**src/rtl/ay_bus_master.sv**
```systemverilog
// AY-3-8910 style bus master: runs one latch/write/read cycle per accepted request with fixed setup/strobe/hold timing.
// Read support is compiled in only when AY_BUS_MASTER_READ_EN is defined; otherwise type 10 is treated as reserved.
module ay_bus_master #(
    parameter int SETUP_CYC  = 3,
    parameter int STROBE_CYC = 14,
    parameter int HOLD_CYC   = 3
) (
    input  logic       fclk,
    input  logic       rst,
    input  logic       req,
    input  logic [1:0] req_type,
    input  logic       req_a8,
    input  logic       req_a9_n,
    input  logic [7:0] req_data,
    output logic       busy,
    output logic       ack,
    output logic [7:0] rd_data,
    output logic       aybdir,
    output logic       aybc2,
    output logic       aybc1,
    output logic       aya8,
    output logic       aya9_n,
    output logic [7:0] ayd_out,
    output logic       ayd_oe,
    input  logic [7:0] ayd_in
);

    typedef enum logic [1:0] {
        ST_IDLE   = 2'd0,
        ST_SETUP  = 2'd1,
        ST_STROBE = 2'd2,
        ST_HOLD   = 2'd3
    } state_t;

    localparam logic [4:0] P_SETUP  = 5'(SETUP_CYC);
    localparam logic [4:0] P_STROBE = 5'(STROBE_CYC);
    localparam logic [4:0] P_HOLD   = 5'(HOLD_CYC);

    localparam logic [2:0] MODE_INACTIVE = 3'b010;
    localparam logic [2:0] MODE_LATCH    = 3'b111;
    localparam logic [2:0] MODE_WRITE    = 3'b110;
    localparam logic [2:0] MODE_READ     = 3'b011;

    state_t     r_state;
    state_t     w_state_nxt;
    logic [4:0] r_cnt;
    logic [4:0] w_cnt_nxt;
    logic       r_busy;
    logic       w_busy_nxt;
    logic       r_ack;
    logic       w_ack_nxt;

    logic [1:0] r_type;
    logic       r_a8;
    logic       r_a9_n;
    logic [7:0] r_data;

    logic       w_accept;
    logic       w_bus_type;
    logic       w_last;
    logic [2:0] w_mode;
    logic       w_oe;

    assign w_accept = (r_state == ST_IDLE) && !r_busy && req;
    assign w_last   = (r_cnt == 5'd1);

`ifdef AY_BUS_MASTER_READ_EN
    assign w_bus_type = (req_type != 2'b11);
`else
    assign w_bus_type = (req_type[1] == 1'b0);
`endif

    always_ff @(posedge fclk) begin
        if (rst) begin
            r_state <= ST_IDLE;
            r_cnt   <= 5'd0;
            r_busy  <= 1'b0;
            r_ack   <= 1'b0;
        end else begin
            r_state <= w_state_nxt;
            r_cnt   <= w_cnt_nxt;
            r_busy  <= w_busy_nxt;
            r_ack   <= w_ack_nxt;
        end
    end

    // Reserved types never leave IDLE: one busy cycle that also carries the ack.
    always_comb begin
        w_state_nxt = r_state;
        w_cnt_nxt   = r_cnt - 5'd1;
        w_busy_nxt  = r_busy;
        w_ack_nxt   = 1'b0;
        case (r_state)
            ST_IDLE: begin
                w_cnt_nxt  = r_cnt;
                w_busy_nxt = 1'b0;
                if (w_accept) begin
                    w_busy_nxt = 1'b1;
                    if (w_bus_type) begin
                        w_state_nxt = ST_SETUP;
                        w_cnt_nxt   = P_SETUP;
                    end else begin
                        w_ack_nxt = 1'b1;
                    end
                end
            end
            ST_SETUP: begin
                if (w_last) begin
                    w_state_nxt = ST_STROBE;
                    w_cnt_nxt   = P_STROBE;
                end
            end
            ST_STROBE: begin
                if (w_last) begin
                    w_state_nxt = ST_HOLD;
                    w_cnt_nxt   = P_HOLD;
                end
            end
            ST_HOLD: begin
                if (w_last) begin
                    w_state_nxt = ST_IDLE;
                    w_cnt_nxt   = 5'd0;
                    w_busy_nxt  = 1'b0;
                    w_ack_nxt   = 1'b1;
                end
            end
            default: begin
                w_state_nxt = ST_IDLE;
                w_cnt_nxt   = 5'd0;
                w_busy_nxt  = 1'b0;
            end
        endcase
    end

    // Address lines and data only move on a real bus transaction, so IDLE keeps the last values.
    always_ff @(posedge fclk) begin
        if (rst) begin
            r_type <= 2'b00;
            r_a8   <= 1'b0;
            r_a9_n <= 1'b1;
            r_data <= 8'h00;
        end else if (w_accept && w_bus_type) begin
            r_type <= req_type;
            r_a8   <= req_a8;
            r_a9_n <= req_a9_n;
            r_data <= req_data;
        end
    end

`ifdef AY_BUS_MASTER_READ_EN
    logic [7:0] r_rd_data;

    always_ff @(posedge fclk) begin
        if (rst) begin
            r_rd_data <= 8'h00;
        end else if ((r_state == ST_STROBE) && w_last && (r_type == 2'b10)) begin
            r_rd_data <= ayd_in;
        end
    end

    assign rd_data = r_rd_data;
`else
    logic w_unused_ayd_in;

    assign w_unused_ayd_in = ^ayd_in;
    assign rd_data         = 8'h00;
`endif

    always_comb begin
        w_mode = MODE_INACTIVE;
        w_oe   = 1'b0;
        if (r_state != ST_IDLE) begin
            w_oe = (r_type[1] == 1'b0);
        end
        if (r_state == ST_STROBE) begin
            case (r_type)
                2'b00:   w_mode = MODE_LATCH;
                2'b01:   w_mode = MODE_WRITE;
`ifdef AY_BUS_MASTER_READ_EN
                2'b10:   w_mode = MODE_READ;
`endif
                default: w_mode = MODE_INACTIVE;
            endcase
        end
    end

    assign {aybdir, aybc2, aybc1} = w_mode;
    assign ayd_oe  = w_oe;
    assign ayd_out = r_data;
    assign aya8    = r_a8;
    assign aya9_n  = r_a9_n;
    assign busy    = r_busy;
    assign ack     = r_ack;

endmodule

```
**config.mk**
```make
export PLATFORM = sky130hd
export DESIGN_NAME = ay_bus_master
export DESIGN_NICKNAME = d
export VERILOG_FILES = /design/src/rtl/ay_bus_master.sv
export SDC_FILE = /design/constraint.sdc
export NUM_CORES = 1
export LEC_CHECK = 0
export CORE_AREA = 10 10 63 65
export DETAILED_ROUTE_END_ITERATION = 8
export DIE_AREA = 0 0 73 75
export PLACE_DENSITY = 0.82
export REMOVE_ABC_BUFFERS = 1
export SYNTH_ARGS = -nofsm -noshare
export SYNTH_HDL_FRONTEND = slang
export SYNTH_SLANG_ARGS = --single-unit
```
**constraint.sdc**
```tcl
create_clock -name fclk -period 2.2 [get_ports fclk]
set_clock_uncertainty 0.15 [all_clocks]
set_input_delay 0.66 -clock fclk [delete_from_list [all_inputs] [get_ports fclk]]
set_output_delay 0.66 -clock fclk [all_outputs]
set_load 0.01 [all_outputs]
```
# == After elaboration in Yosys (flattened, before gate mapping) ==
# Cells that the tools add are included.
# word_totals
reg_bits,21
input_bits,23
output_inout_bits,24
# classes
add_sub_neg,1
n_eq_ne,10
n_mux,22
n_bitwise,2
reduce_logical,11
# op_table
operator,n
5-bit 2-to-1 mux,5
5-bit case mux with 4 select lines,1
2-bit 2-to-1 mux,5
"2-bit inequality test, second input constant",5
2-bit case mux with 4 select lines,1
1-bit 2-to-1 mux,6
3-bit case mux with 2 select lines,1
"5-bit by 1-bit == test with 1-bit output, second input constant",1
5-bit AND reduction,1
"5-bit by 1-bit subtractor with 5-bit output, second input constant",1
"2-bit by 1-bit == test with 1-bit output, second input constant",2
"2-bit == test, second input constant",2
2-bit zero test,2
1-bit case mux with 2 select lines,2
2-bit AND reduction,2
2-bit nonzero test,2
1-bit logical AND,3
3-bit 2-to-1 mux,1
1-bit inverter,2
1-bit zero test,1

# == Depth between registers and ports, before layout ==
# Gate-level depths: netlist (run 1).
# logic_depth
word_depth,5
mapped_depth,7
depth_no_buf,5

# == Least setup slack after synthesis (run 1) ==
# OpenSTA, ideal clock, no wires.
# synth_timing
kind,register -> output
start,reg r_state[0]
end,out aybc1
t_arrival_ps,1115
slack_ps,275
path_stages_with_launch,5
n_path_buf,0
path_cell_list,dfxtp_1 inv_1 ha_1 nor2b_1 nor2b_1
# synth_between
elab_chain_cells,2
# synth_rtl
item,line_no,source
"start, declared",44,state_t r_state;
"start signal, assigned",80,r_state <= w_state_nxt;
2-bit == test,175,if (r_state == ST_STROBE) begin
3-bit 2-to-1 mux,175,
"end, declared",20,"output logic aybc1,"
# No other way between the ends.

# == Worst setup path after layout (run 1) ==
# layout_timing
start,reg r_state[0]
end,out aybdir
# layout_between
elab_chain_cells,2
# layout_rtl
item,line_no,source
2-bit == test,175,
3-bit 2-to-1 mux,175,
"end, declared",18,"output logic aybdir,"
# No other way between the ends.

==> flow_summary.ini, run 1 <==
[synth]
synthDistinctLibCells = 35
ys.flop_type = dfxtp_1
synthDominantCellAreaShare_pct = 37.5
muxShareOfSynthArea_pct = 2.68
synth-compound-area-share_pct = 17.2
synthTopCellsByArea = dfxtp_1 37%, nand2_1 8.0%, ha_1 6.7%
synth_top_family_by_area = simple AND/OR/NAND/NOR gates
async_flop_share_pct = 0
synth_seq_cells = 21
synth_sequential_area_ratio_pct = 37.5
netlist_area_sq_um = 1120
syn-instance-count = 129
yosysWarnings = 0
syn_avg_cell_area_sq_um = 8.70
synthXorXnorAreaFrac_pct = 0.780
yosys.area_share.simple_pct = 23.3
synthAdderAreaFrac_pct = 6.69
synth_edf_count = 0
post-synth-top-area-cell = dfxtp_1

[cells_and_area]
diodes = 0
finalNetCount = 191
flow.area_growth_from_synthesis_pct = 30.4
fill_cells = 266
register_area_sq_um = 424
stdcell_area_sq_um = 1460
multi_input_area_sq_um = 616
finalNonFillerCells = 192
final_layout_size_suffix_gt1_share_pct = 15.5

[detailed_routing]
met1Wirelength_um = 1180
drcViolationCount = 0
vias = 979
final_antenna_net_count = 0
wl_met2_um = 1470
viasPerCell = 5.10
topRoutingLayerUsed = met4
dr.pass1.iters = 4
wl_per_cell_um = 14.9
wirelength_um = 2870
wl_met3_um = 212
drt_iter0_drc = 14

[timing]
rsz0062_at_grt = false
post-route-period-util_pct = 96.7
fmaxAchievable_ghz = 0.470
tns_ns = 0
final_hold_viol_count = 0
min_period_ns = 2.13
drv_slew = 0
setup_violations = 0

[placement]
dpl.hpwl_um = 2310
io_buffers = 29
dp.cells = 188
place.gp.congestion = 0.740
place_area_sq_um = 1440

[clocking]
cts_hold_repair.buffers = 0
cts_tree = yes
clkSinkCount = 21
cts_buffer_depth = 2
cts_root_buf = clkbuf_4
cts_inserted_buffers = 3
postCtsSetupRepairBufs = 0
insertion_delay_ns = 0.31
h-tree-depth = 1
clk_pin_slew_worst_paths_ns = 0.12

[global_routing]
grt_max_degree = 13
antenna_found_initial = 0
grt_pass1_wl_um = 4750
grt_pass1_vias = 1037
grt_overflow = 0
track_usage_pct = 10.6

[setup_path]
cp.required_ns = 1.39
startpoint_type = flop
arrival_ns = 1.32
worstSetupPathType = reg -> out
end_kind = output port
path_max_fanout = 3

[power_and_ir_drop]
powerDensity_nw_per_um2 = 1020
power_mw = 1.49
p_leak_nw = 0.596
ir_worst_vdd_v = 0.000768

[floorplanning]
die_h_um = 75
initial_utilization_pct = 41.4
core_sq_um = 2710
die_w_um = 73
die_area_sq_um = 5480
row_count = 19
io_pins = 47

[run]
maxCapViolCount = 0

[run_status]
status = finished clean

[worst_hold_path]
hold_path_class = reg -> reg
==> Yosys cell counts, drive strengths merged (2+ instances only) <==
| cell type | count |
|---|---|
| a211oi | 3 |
| a21oi | 11 |
| a32o | 4 |
| buf | 12 |
| clkbuf | 3 |
| conb | 2 |
| dfxtp | 21 |
| ha | 6 |
| inv | 7 |
| mux2i | 3 |
| nand2 | 24 |
| nor2 | 5 |
| nor2b | 3 |
| nor3 | 5 |
| nor3b | 2 |
| nor4b | 2 |
==> layout make-up <==
| cell class | count | area share [%] |
|---|---|---|
| tap | 31 | 2.65 |
| sequential | 21 | 29.0 |
| timing repair buffer | 36 | 22.6 |
| multi-input combinational | 93 | 42.1 |
| clock buffer | 3 | 1.54 |
| clock inverter | 1 | 0.342 |
| inverter | 7 | 1.79 |
==> sequential cells by signal, indices dropped and copies added, names as in the netlist <==
name and flops:
ayd_out 8, r_cnt 5, r_state 2, r_type 2
ack 1, aya8 1, aya9_n 1, busy 1
==> stage by stage <==
stage / setup WS (ns) / hold slack (ns) / utilization, %
4_1_cts: -0.0544 / 0.313 / 54.1
6_report: 0.0729 / 0.313 / 54.0
3_3_place_gp: 0.0254 / 0.293 / 53.0
3_5_place_dp: -0.00902 / 0.296 / 53.0
2_1_floorplan: 0.114 / 0.281 / -
5_1_grt: 0.00362 / 0.341 / 54.0
==> report_power, final <==
part	internal (mW)	leakage [nW]	total (mW)	switching, mW
logic	0.378	0.406	0.760	0.383
clock network	0.0680	0.0177	0.192	0.124
registers	0.458	0.172	0.536	0.0780
total	0.903	0.596	1.49	0.585
==> logic make-up after synthesis <==
logic type                 after synthesis
DFF                                     21
muxes                                    3
adders and majority gates                6
other                                    2
AOI/OAI and AO/OA                       26
buffers and inverters                   22
xor gates and xnor gates                 1
and+or+nand+nor                         48
==> repair_timing <==
action,CTS,global route
gates resized for setup,7,8
setup endpoints to repair,3,4
pin swaps,0,0
hold endpoints to repair,0,0
==> layer usage <==
layer | global-route usage, % | up-vias
met4 | 3.16 | 0
met3 | 3.55 | 2
met2 | 19.6 | 32
li1 | - | 494
met5 | 0 | -
met1 | 11.0 | 451
==> worst paths after layout <==
kind	cells past startpoint	startpoint	endpoint	slack, ns
hold reg to reg	2	ayd_out[4]	ayd_out[4]	0.31
setup / recovery	4	r_state[0]	aybdir	0.07
hold / removal	2	ayd_out[4]	ayd_out[4]	0.31
setup reg to reg	4	r_cnt[0]	r_cnt[3]	0.34
==> cells in the final DEF (no fill, tap or decap), drive strengths merged, types with 2 or more instances in the layout <==
cell	n
nor2	5
clkdlybuf4s50	26
nor2b	3
conb	9
a32o	4
buf	8
nor3b	2
ha	6
dfxtp	21
a211oi	3
clkbuf	4
mux2i	3
nor3	5
nor4b	2
a21oi	11
inv	7
nand2	24
==> worst max-delay path, cell delays in order, from the launching register on <==
cell,delay [ns]
dfxtp_2,0.36
inv_2,0.05
ha_2,0.18
nor2b_2,0.15
dlygate4sd2_1,0.28
Power figures use the tool's default switching activity.
==> run 2: changes to the inputs <==
--- a/config.mk
+++ b/config.mk
@@ -5,10 +5,10 @@
 export SDC_FILE = /design/constraint.sdc
 export NUM_CORES = 1
 export LEC_CHECK = 0
-export CORE_AREA = 10 10 63 65
+export CORE_AREA = 10 10 59 70
 export DETAILED_ROUTE_END_ITERATION = 8
-export DIE_AREA = 0 0 73 75
-export PLACE_DENSITY = 0.82
+export DIE_AREA = 0 0 69 80
+export PLACE_DENSITY = 0.81
 export REMOVE_ABC_BUFFERS = 1
 export SYNTH_ARGS = -nofsm -noshare
 export SYNTH_HDL_FRONTEND = slang
==> flow_summary.ini, run 2 (synthesized netlist as in run 1, its figures left out) <==
[run_status]
status = finished clean

[floorplanning]
die_w_um = 69
core_sq_um = 2790
row_count = 21
io_pins = 47
initial_utilization_pct = 40.3
die_h_um = 80
die_area_sq_um = 5520

[global_routing]
grt_max_degree = 14
antenna_found_initial = 0
grt_pass1_wl_um = 5040
grt_overflow = 0
grt_pass1_vias = 1059
track_usage_pct = 10.6

[timing]
setup_violations = 0
final_hold_viol_count = 0
post-route-period-util_pct = 96.9
min_period_ns = 2.13
fmaxAchievable_ghz = 0.469
drv_slew = 0

[detailed_routing]
drt_iter0_drc = 48
wl_per_cell_um = 14.8
dr.pass1.iters = 4
viasPerCell = 5.11
wirelength_um = 2950
final_antenna_net_count = 0
drcViolationCount = 0
vias = 1022

[cells_and_area]
flow.area_growth_from_synthesis_pct = 33.8
largest_reg_flops = 8
diodes = 0
multi_input_area_sq_um = 619
finalNetCount = 196
final_layout_size_suffix_gt1_share_pct = 15.7
register_area_sq_um = 422
finalNonFillerCells = 200
mostFrequentLayoutCells = 26 x clkdlybuf4s50_1, 24 x nand2_1, 20 x dfxtp_1
final_common_cell = clkdlybuf4s50_1
fill_cells = 264

[power_and_ir_drop]
power_mw = 1.53
powerDensity_nw_per_um2 = 1020
ir_worst_vdd_v = 0.000584
p_leak_nw = 0.615

[setup_path]
end_kind = output port
arrival_ns = 1.32
path_max_fanout = 2
worstSetupPathType = reg -> out
cp.required_ns = 1.39
startpoint_type = flop

[placement]
dp.cells = 195
io_buffers = 29
place.gp.congestion = 0.821
dpl.hpwl_um = 2290

[clocking]
h-tree-depth = 1
clkSinkCount = 21
cts_buffer_depth = 2
clk_pin_slew_worst_paths_ns = 0.11
cts_inserted_buffers = 3
insertion_delay_ns = 0.31
cts_tree = yes
cts_root_buf = clkbuf_4

[run]
maxCapViolCount = 0

[worst_hold_path]
hold_path_class = reg -> reg
run 2: cell type report:
| class | count | share of cell area, % |
|---|---|---|
| tap | 34 | 2.83 |
| clock buffer | 4 | 1.75 |
| sequential | 21 | 28.1 |
| timing repair buffer | 41 | 24.3 |
| inverter | 7 | 1.75 |
| multi-input combinational | 93 | 41.3 |
run 2: worst paths after layout:
path	slack [ns]	cells past startpoint	start	end
worst max-delay path	0.07	5	r_state[0]	aybc1
worst min-delay path	0.31	2	ayd_out[7]	ayd_out[7]
worst max register to register	0.26	6	r_state[0]	r_cnt[2]
worst min register to register	0.31	2	ayd_out[7]	ayd_out[7]
run 2: repair_timing:
| item | CTS | global route |
|---|---|---|
| hold buffers | 0 | 0 |
| gates resized for setup | 13 | 5 |
| endpoints found under the setup margin | 3 | 2 |
| buffers inserted | 1 | 0 |
run 2: where the power goes:
group / switching (mW) / total [mW] / internal (mW)
combinational: 0.395 / 0.809 / 0.414
sequential: 0.0727 / 0.527 / 0.455
clock: 0.119 / 0.190 / 0.0709
run 2: metal layers:
layer	up-vias	global-route usage, %	part of all wire (%)
met2	41	17.9	45
met3	2	3.11	8.6
met4	0	2.42	0.85
li1	503	-	-
met1	476	12.7	45
met5	-	0	0
run 2: stage by stage:
step | util (%) | hold WS [ns] | setup slack (ns) | cell area (sq um) | setup TNS (ns)
floorplan | - | 0.281 | 0.114 | 1050 | 0
global placement | 52.6 | 0.291 | 0.0109 | 1460 | 0
detailed placement | 52.6 | 0.298 | -0.0260 | 1460 | -0.0260
CTS | 53.6 | 0.315 | 0.00372 | 1490 | 0
global route | 53.9 | 0.346 | -0.00767 | 1500 | -0.00767
finish | 53.9 | 0.314 | 0.0685 | 1500 | 0
run 2: critical path, stage by stage, from the launching register on:
cell	delay, ns
dfxtp_2	0.34
inv_1	0.08
ha_2	0.19
nor2b_4	0.15
nor2b_4	0.13
buf_2	0.13
